--- config.mk ---
export PLATFORM = sky130hd
export DESIGN_NAME = mul_hilo_stage
export DESIGN_NICKNAME = d
export VERILOG_FILES = /design/src/rtl/cpu_mdu_pkg.sv /design/src/rtl/mdu_settle_counter.sv /design/src/rtl/mul_hilo_stage.sv
export SDC_FILE = /design/constraint.sdc
export NUM_CORES = 1
export LEC_CHECK = 0
export ABC_AREA = 1
export CAP_MARGIN = 20
export CORE_ASPECT_RATIO = 0.8
export CORE_MARGIN = 2
export CORE_UTILIZATION = 40
export CTS_BUF_LIST = sky130_fd_sc_hd__clkbuf_8
export DETAILED_ROUTE_END_ITERATION = 8
export PLACE_DENSITY = 0.89
export SLEW_MARGIN = 15
export SYNTH_ARGS = -nofsm -noshare
export SYNTH_HDL_FRONTEND = slang
export SYNTH_HIERARCHICAL = 1
export SYNTH_SLANG_ARGS = --single-unit
export TNS_END_PERCENT = 100
--- constraint.sdc ---
create_clock -name clk -period 6.1 [get_ports clk]
set_input_delay 1.22 -clock clk [delete_from_list [all_inputs] [get_ports clk]]
set_output_delay 1.22 -clock clk [all_outputs]
set_load 0.01 [all_outputs]
--- src/rtl/cpu_mdu_pkg.sv ---
// Shared types and helpers for the multiply/divide unit stages.
package cpu_mdu_pkg;

  typedef enum logic [1:0] {
    IDLE   = 2'd0,
    SETTLE = 2'd1
  } mdu_state_t;

  localparam int HI_LSB = 32;

  // Bits needed to hold values 0..value-1; used by elaboration-time width checks.
  function automatic int clog2(input int value);
    int r;
    int v;
    r = 0;
    v = value - 1;
    while (v > 0) begin
      r = r + 1;
      v = v >> 1;
    end
    return r;
  endfunction

endpackage

--- src/rtl/mdu_settle_counter.sv ---
// Down-counter timing how long the multiplier operands are held before capture.
module mdu_settle_counter #(
  parameter int CNT_W = 4
) (
  input  logic             clk,
  input  logic             clr,
  input  logic             load,
  input  logic             dec,
  input  logic [CNT_W-1:0] load_val,
  output logic             cnt_zero
);

  logic [CNT_W-1:0] cnt;

  // Load wins over decrement; the count never wraps below zero.
  always_ff @(posedge clk or posedge clr) begin
    if (clr) begin
      cnt <= '0;
    end else if (load) begin
      cnt <= load_val;
    end else if (dec && (cnt != '0)) begin
      cnt <= cnt - 1'b1;
    end
  end

  assign cnt_zero = (cnt == '0);

endmodule

--- src/rtl/mul_hilo_stage.sv ---
// Multiply sequencing and HI/LO writeback stage behind the combinational multiplier array.
// Optional build macro MUL_ZERO_SKIP_EN: zero operands complete in the start cycle.
module mul_hilo_stage
  import cpu_mdu_pkg::*;
#(
  parameter int SETTLE_CYCLES = 2,
  parameter int CNT_W         = 4
) (
  input  logic        clk,
  input  logic        clr,
  input  logic        start,
  input  logic [31:0] m_in,
  input  logic [31:0] q_in,
  output logic [31:0] m_out,
  output logic [31:0] q_out,
  input  logic [63:0] prod_in,
  input  logic [31:0] bus_in,
  input  logic        hi_wr,
  input  logic        lo_wr,
  output logic        busy,
  output logic        done,
  output logic [31:0] hi_out,
  output logic [31:0] lo_out
);

  localparam int CNT_NEED = clog2(SETTLE_CYCLES);
  localparam logic [CNT_W-1:0] SETTLE_LOAD = CNT_W'(SETTLE_CYCLES - 1);

  if ((SETTLE_CYCLES < 1) || (SETTLE_CYCLES >= (1 << CNT_W)) || (CNT_W < CNT_NEED)) begin : g_bad_cfg
    $error("mul_hilo_stage: SETTLE_CYCLES=%0d does not fit CNT_W=%0d", SETTLE_CYCLES, CNT_W);
  end

  mdu_state_t state;
  mdu_state_t state_nxt;
  logic       cnt_load;
  logic       cnt_dec;
  logic       cnt_zero;
  logic       op_load;
  logic       capture;
  logic       zero_skip;

  mdu_settle_counter #(
    .CNT_W(CNT_W)
  ) u_settle_cnt (
    .clk     (clk),
    .clr     (clr),
    .load    (cnt_load),
    .dec     (cnt_dec),
    .load_val(SETTLE_LOAD),
    .cnt_zero(cnt_zero)
  );

  always_ff @(posedge clk or posedge clr) begin
    if (clr) begin
      state <= IDLE;
    end else begin
      state <= state_nxt;
    end
  end

  // Start is only looked at in IDLE, so a request during SETTLE is simply dropped.
  always_comb begin
    state_nxt = state;
    cnt_load  = 1'b0;
    cnt_dec   = 1'b0;
    op_load   = 1'b0;
    capture   = 1'b0;
    zero_skip = 1'b0;
    case (state)
      IDLE: begin
        if (start) begin
          op_load = 1'b1;
`ifdef MUL_ZERO_SKIP_EN
          if ((m_in == '0) || (q_in == '0)) begin
            zero_skip = 1'b1;
          end else begin
            cnt_load  = 1'b1;
            state_nxt = SETTLE;
          end
`else
          cnt_load  = 1'b1;
          state_nxt = SETTLE;
`endif
        end
      end
      SETTLE: begin
        if (cnt_zero) begin
          capture   = 1'b1;
          state_nxt = IDLE;
        end else begin
          cnt_dec = 1'b1;
        end
      end
      default: begin
        state_nxt = IDLE;
      end
    endcase
  end

  // Operands only change on an accepted start so the array input stays quiet otherwise.
  always_ff @(posedge clk or posedge clr) begin
    if (clr) begin
      m_out <= '0;
      q_out <= '0;
    end else if (op_load) begin
      m_out <= m_in;
      q_out <= q_in;
    end
  end

  always_ff @(posedge clk or posedge clr) begin
    if (clr) begin
      done <= 1'b0;
    end else begin
      done <= capture | zero_skip;
    end
  end

  // A multiply result always beats a same-edge bus write to HI/LO.
  always_ff @(posedge clk or posedge clr) begin
    if (clr) begin
      hi_out <= '0;
      lo_out <= '0;
    end else if (capture) begin
      hi_out <= prod_in[63:HI_LSB];
      lo_out <= prod_in[HI_LSB-1:0];
    end else if (zero_skip) begin
      hi_out <= '0;
      lo_out <= '0;
    end else begin
      if (hi_wr) begin
        hi_out <= bus_in;
      end
      if (lo_wr) begin
        lo_out <= bus_in;
      end
    end
  end

  assign busy = (state == SETTLE);

endmodule

* Yosys cells after proc, flatten, opt, wreduce, memory -nomap -nowiden
Cells that the tools add are included.
Widths: inputs -> output; s select.
** Word-level totals
- Register bits :: 135
- Bits of input ports :: 165
- Output and inout bits :: 130
- Word-level logic and storage cells :: 34
** Cells by class
- Add/subtract/negate cells :: 1
- Equality and inequality tests :: 3
- Mux-type cells :: 15
- Reduce and logical (&&, ||, !) cells :: 8
** Operators by type and width (count)
- $mux 32 :: 4
- $mux 4 :: 2
- $mux 1 :: 6
- $reduce_bool 2->1 :: 3
- $logic_not 4->1 :: 1
- $mux 2 :: 2
- $pmux 2 s2 :: 1
- $reduce_bool 4->1 :: 1
- $sub 4x1->4 const B :: 1
- $eq 2x1->1 const B :: 1
- $logic_not 2->1 :: 1
- $ne 2x1->1 const B :: 1
- $ne 2x2->1 const B :: 1
- $reduce_and 2->1 :: 1
- $logic_and 1x1->1 :: 1

* Longest topological paths before layout
- Depth after elaboration :: 6
- Depth in mapped cells :: 10

* Modules after synthesis
Netlist, hierarchy kept.
** By module, submodules not included
- mul_hilo_stage :: instances 1, cells an instance 646, area an instance 5617.9 sq um, seq. area each 3253.1 sq um
- mdu_settle_counter :: instances 1, cells an instance 47, area an instance 299.0 sq um, seq. area each 100.1 sq um

* Worst setup path before layout
No wires, ideal clock.
- Kind :: input to register
- Start point :: in start
- End point :: reg u_settle_cnt.cnt[3]
- Setup time :: 0.116 ns
- Data arrival time :: 1.872 ns
- Required time :: 5.984 ns
- Setup slack :: 4.112 ns
- Cell stages on the path :: 8
- Path through :: nand2_1 > inv_2 > buf_2 > inv_2 > nand3b_1 > nand2_1 > clkinv_1 > nand2_1
** On the way
- Cells in the longest elaborated chain, start to end :: 3
- Elaborated cells between the ends (all ways) :: 4
** RTL lines
- start, declared :: line mul_hilo_stage.sv:11 : input logic start,
- $mux 1 (*) :: line mul_hilo_stage.sv:71 : if (start) begin
- $mux 1 (*) :: line mul_hilo_stage.sv:69 : case (state)
- net cnt_load :: line mul_hilo_stage.sv:35 : logic cnt_load;
- $mux 4 / $reduce_bool 2->1 (equally long branches)
- end signal, assigned :: line mdu_settle_counter.sv:20 : cnt <= load_val;
- end signal, assigned :: line mdu_settle_counter.sv:22 : cnt <= cnt - 1'b1;
- end, declared :: line mdu_settle_counter.sv:13 : logic [CNT_W-1:0] cnt;
Mark *: on every way through the listed nets, which the timed path passes. The rest lies on a longest branch.
A chain may end at the register's enable or synchronous reset.

* Worst setup path in the final report
- Start point :: in start
- End point :: reg u_settle_cnt.cnt[3]
** On the way
- Cells in the longest elaborated chain, start to end :: 3
- Elaborated cells between the ends (all ways) :: 4
** RTL lines (line)
- $mux 1 (*) :: mul_hilo_stage.sv:71
- $mux 1 (*) :: mul_hilo_stage.sv:69
- $mux 4 / $reduce_bool 2->1 (equally long branches)
Mark *: on every way between the ends. The rest lies on a longest branch, timed or not.

==> run_results.csv <==
group,metric,value,unit
setup_path,timing.critical_path.from,"start",
setup_path,worst_setup_path_end_kind,"flip-flop",
setup_path,crit_required,6.46,ns
setup_path,setup.worst_path.start_class,"primary input",
clock_tree,clk_root_buffer_cell,"sky130_fd_sc_hd__clkbuf_8",
global_routing,grt_start_max_net_pins,84,
placed_design,dpl_cell_area,8900,µm²
floorplanning,die_area,15800,µm²
clock_tree,post_cts.resized_instances,0,
final_layout,layout-drive-gt1-share,5.44,%
synth,yosysWarnings,6,
sta,worst-slew-pin-transition,0.942,ns
detailed_routing,dr.pass1.iters,5,
global_routing,antenna_found_initial,0,
clock_tree,cts_setup_buffers,0,
setup_path,worstRegToRegCells,9,
sta,fmaxAchievable,0.288,GHz
sta,setup_repair_after_global_routing_missed_its_margin,"false",
detailed_routing,vias,6041,
placed_design,place.gp.congestion,0.838,
sta,skew_final,0.0130,ns
clock_tree,clock_path_buffers,2,
clock_tree,cts_sinks,134,
flow_run,max-cap-violations,0,
run_status,outcome,"finished, final reports clean",
detailed_routing,final_antenna_net_count,0,
floorplanning,rows,39,
floorplanning,coreArea,14300,µm²
detailed_routing,avgRoutedWirePerCell,16.7,µm
power,combinationalPowerShare,47.6,%
sta,total_of_endpoints_with_negative_setup_slack_in_the_final_report,0,
setup_path,timing.reg2reg.setup_slack,3.11,ns
power,cell_internal_pwr,2730,µW
worst_hold_path,worst_hold_path.num_cells,2,
detailed_routing,avgViaCountPerCell,5.22,
global_routing,number_of_global_route_vias_before_repair,6045,
sta,hold_slack,0.482,ns
final_layout,nNetsFinal,1127,
final_layout,fillerInstances,1133,
final_layout,final_design_area_no_fill,9320,µm²
final_layout,number_of_inserted_diodes,0,
global_routing,grt_first_pass_wirelength,30.4,mm
placed_design,detailedPlacementHpwl,13.4,mm
clock_tree,cts.reportedPaths.clkPinSlew,0.08,ns
synth,yosys_reg_bits,134,
power,sequential_power_share,35.4,%
synth,synth.cell_area,5920,µm²
power,leakagePower,0.00430,µW
power,net-switching-power,1660,µW
global_routing,gr_ovfl_total,0,
synth,portion_of_synthesized_cell_area_occupied_by_the_leading_cell_type,56.7,%
setup_path,timing.rr.end,"u_settle_cnt/cnt[3]",
clock_tree,clock_latency,0.43,ns
placed_design,port_buffers,294,
sta,post_route_setup_tns,0,ns
sta,worst_slew_margin_rel,37.1,%
detailed_routing,drcViolationCount,0,
synth,ys_seq_area_share,56.7,%
global_routing,track_usage,24.2,%
synth,synth_top_cell_by_area,"sky130_fd_sc_hd__dfrtp_1",
clock_tree,number_of_buffers_created_by_cts,17,
floorplanning,floorplan.initialDensity,41.2,%
detailed_routing,finalWirelength,19.3,mm
floorplanning,die_h,113,µm
sta,min_period_over_period,57.0,%
floorplanning,die_width,140,µm
sta,hold_violations,0,
synth,postSynthCellCount,693,
power,swShare,37.8,%
final_layout,area_growth,57.6,%
worst_hold_path,hp-class,"flip-flop to flip-flop",
synth,syn_avg_cell_area,8.54,µm²
sta,final_max_slew_viol_count,0,
detailed_routing,drt-initial-drc-count,439,
worst_hold_path,min_delay_worst_endpoint,"q_out[0]",
power,power_per_cell_area,470,nW/µm²
setup_path,critPathMaxFanout,72,
setup_path,critical_path.reg2reg.startpoint,"state[0]",
setup_path,path_class,"primary input to flip-flop",
floorplanning,num_io_pins,295,
power,power.share.clock,17.0,%
setup_path,arrival_time_reported_for_the_critical_path_endpoint,3.83,ns
clock_tree,cts.htree.levels,4,
power,vdd_ir_drop_max,0.284,mV
worst_hold_path,worst_hold_startpoint,"q_out[0]",
clock_tree,cts-hold-fix-buffers,0,
sta,period_minus_slack,3.47,ns
synth,yosysUniqueCellTypes,19,
synth,netlist_top_cells_area,"sky130_fd_sc_hd__dfrtp_1, sky130_fd_sc_hd__nand3_1, sky130_fd_sc_hd__nand2_1",
clock_tree,cts_tree,"built",
==> cell families after synthesis <==
kind of cell / share of synthesized area [%]
AOI/OAI and AO/OA: 0.254
and+or+nand+nor: 36.5
adders and majority gates: 0.211
DFF: 56.7
buffers and inverters: 6.24
other: 0.127
==> synthesized netlist by cell type <==
cell type and instances:
sky130_fd_sc_hd__nand2_2 2, sky130_fd_sc_hd__nand2_4 1, sky130_fd_sc_hd__o21ai_0 3, sky130_fd_sc_hd__clkinv_1 1, sky130_fd_sc_hd__buf_4 4, sky130_fd_sc_hd__inv_2 3
sky130_fd_sc_hd__ha_1 1, sky130_fd_sc_hd__nand2_1 215, sky130_fd_sc_hd__nor2_2 1, sky130_fd_sc_hd__nand3_1 259, sky130_fd_sc_hd__buf_1 3, sky130_fd_sc_hd__conb_1 2
sky130_fd_sc_hd__nor2_1 3, sky130_fd_sc_hd__dfrtp_1 134, sky130_fd_sc_hd__nand3b_1 2, sky130_fd_sc_hd__inv_1 10, sky130_fd_sc_hd__buf_6 6, sky130_fd_sc_hd__buf_2 37
sky130_fd_sc_hd__clkbuf_1 6
==> cell type report <==
cell class                      count  area, µm²  share of cell area [%]
Clock buffer                       18        248                    2.66
Sequential cell                   134       3350                    36.0
Inverter                           14       58.8                   0.631
Tap cell                          184        230                    2.47
Clock inverter                     14        150                    1.61
Timing Repair Buffer              303       3070                    32.9
Multi-Input combinational cell    491       2210                    23.7
==> per-layer routing <==
| layer | GRT usage [%] | share of wire [%] | wire length [µm] | up-vias |
|---|---|---|---|---|
| li1 | - | - | - | 2831 |
| met1 | 28.6 | 38 | 7410 | 2842 |
| met2 | 40.7 | 48 | 9360 | 338 |
| met3 | 8.72 | 11 | 2170 | 30 |
| met4 | 9.07 | 1.9 | 374 | 0 |
| met5 | 0 | 0 | 0 | - |
==> critical path, cell delays in order <==
cell                              delay, ns
sky130_fd_sc_hd__clkdlybuf4s50_1       0.41
sky130_fd_sc_hd__nand2_2               0.06
sky130_fd_sc_hd__buf_4                 0.51
sky130_fd_sc_hd__clkinv_2              0.93
sky130_fd_sc_hd__inv_2                 0.37
sky130_fd_sc_hd__nand3b_1              0.11
sky130_fd_sc_hd__nand2_1               0.07
sky130_fd_sc_hd__clkinv_1              0.06
sky130_fd_sc_hd__nand2_1               0.07
==> sequential cells by signal (all words and copies together) (netlist names) <==
signal            count
hi_out               32
lo_out               32
m_out                32
done                  1
state                 1
u_settle_cnt/cnt      4
q_out                32
==> power groups by stage <==
stage / Combinational, µW / Sequential, µW / Clock (µW)
final: 2090 / 1550 / 744
after floorplan: 815 / 1710 / 0
after global placement: 2040 / 1550 / 0
after detailed placement: 2100 / 1560 / 0
after CTS: 2100 / 1550 / 758
after global routing: 2260 / 1600 / 803
==> worst max path at each step <==
stage / cells past startpoint / to
after floorplan: 1 / done
after global placement: 9 / u_settle_cnt/cnt[3]
after detailed placement: 9 / u_settle_cnt/cnt[3]
after CTS: 2 / busy
after global routing: 9 / u_settle_cnt/cnt[3]
final: 9 / u_settle_cnt/cnt[3]
==> metrics by stage <==
step                      power (µW)  util, %  setup slack (ns)  cells
after floorplan                 2520        -              1.41    695
after global placement          3590     61.6              2.54   1123
after detailed placement        3650     62.0              2.48   1125
after CTS                       4410     64.8              2.58   1157
after global routing            4670     65.0              2.40   1158
final                           4380     65.0              2.63   1158
==> cells in the final DEF, fill, tap and decap left out <==
master | netlist | routed
sky130_fd_sc_hd__inv_2 | 3 | 3
sky130_fd_sc_hd__buf_4 | 4 | 6
sky130_fd_sc_hd__nor2_1 | 3 | 3
sky130_fd_sc_hd__dfrtp_2 | 0 | 1
sky130_fd_sc_hd__clkinvlp_4 | 0 | 3
sky130_fd_sc_hd__dfrtp_1 | 134 | 133
sky130_fd_sc_hd__buf_16 | 0 | 3
sky130_fd_sc_hd__clkdlybuf4s50_1 | 0 | 294
sky130_fd_sc_hd__clkbuf_8 | 0 | 18
sky130_fd_sc_hd__bufinv_16 | 0 | 2
sky130_fd_sc_hd__nor2_2 | 1 | 1
sky130_fd_sc_hd__nand2_1 | 215 | 213
sky130_fd_sc_hd__nand2_2 | 2 | 3
sky130_fd_sc_hd__clkinv_1 | 1 | 1
sky130_fd_sc_hd__ha_1 | 1 | 1
sky130_fd_sc_hd__nand3b_1 | 2 | 2
sky130_fd_sc_hd__inv_1 | 10 | 8
sky130_fd_sc_hd__nand2_4 | 1 | 2
sky130_fd_sc_hd__conb_1 | 2 | 4
sky130_fd_sc_hd__inv_6 | 0 | 4
sky130_fd_sc_hd__nand3_1 | 259 | 259
sky130_fd_sc_hd__o21ai_0 | 3 | 3
sky130_fd_sc_hd__clkinv_2 | 0 | 4
sky130_fd_sc_hd__clkinv_4 | 0 | 3
No activity file was read; power rests on OpenSTA's default activity.
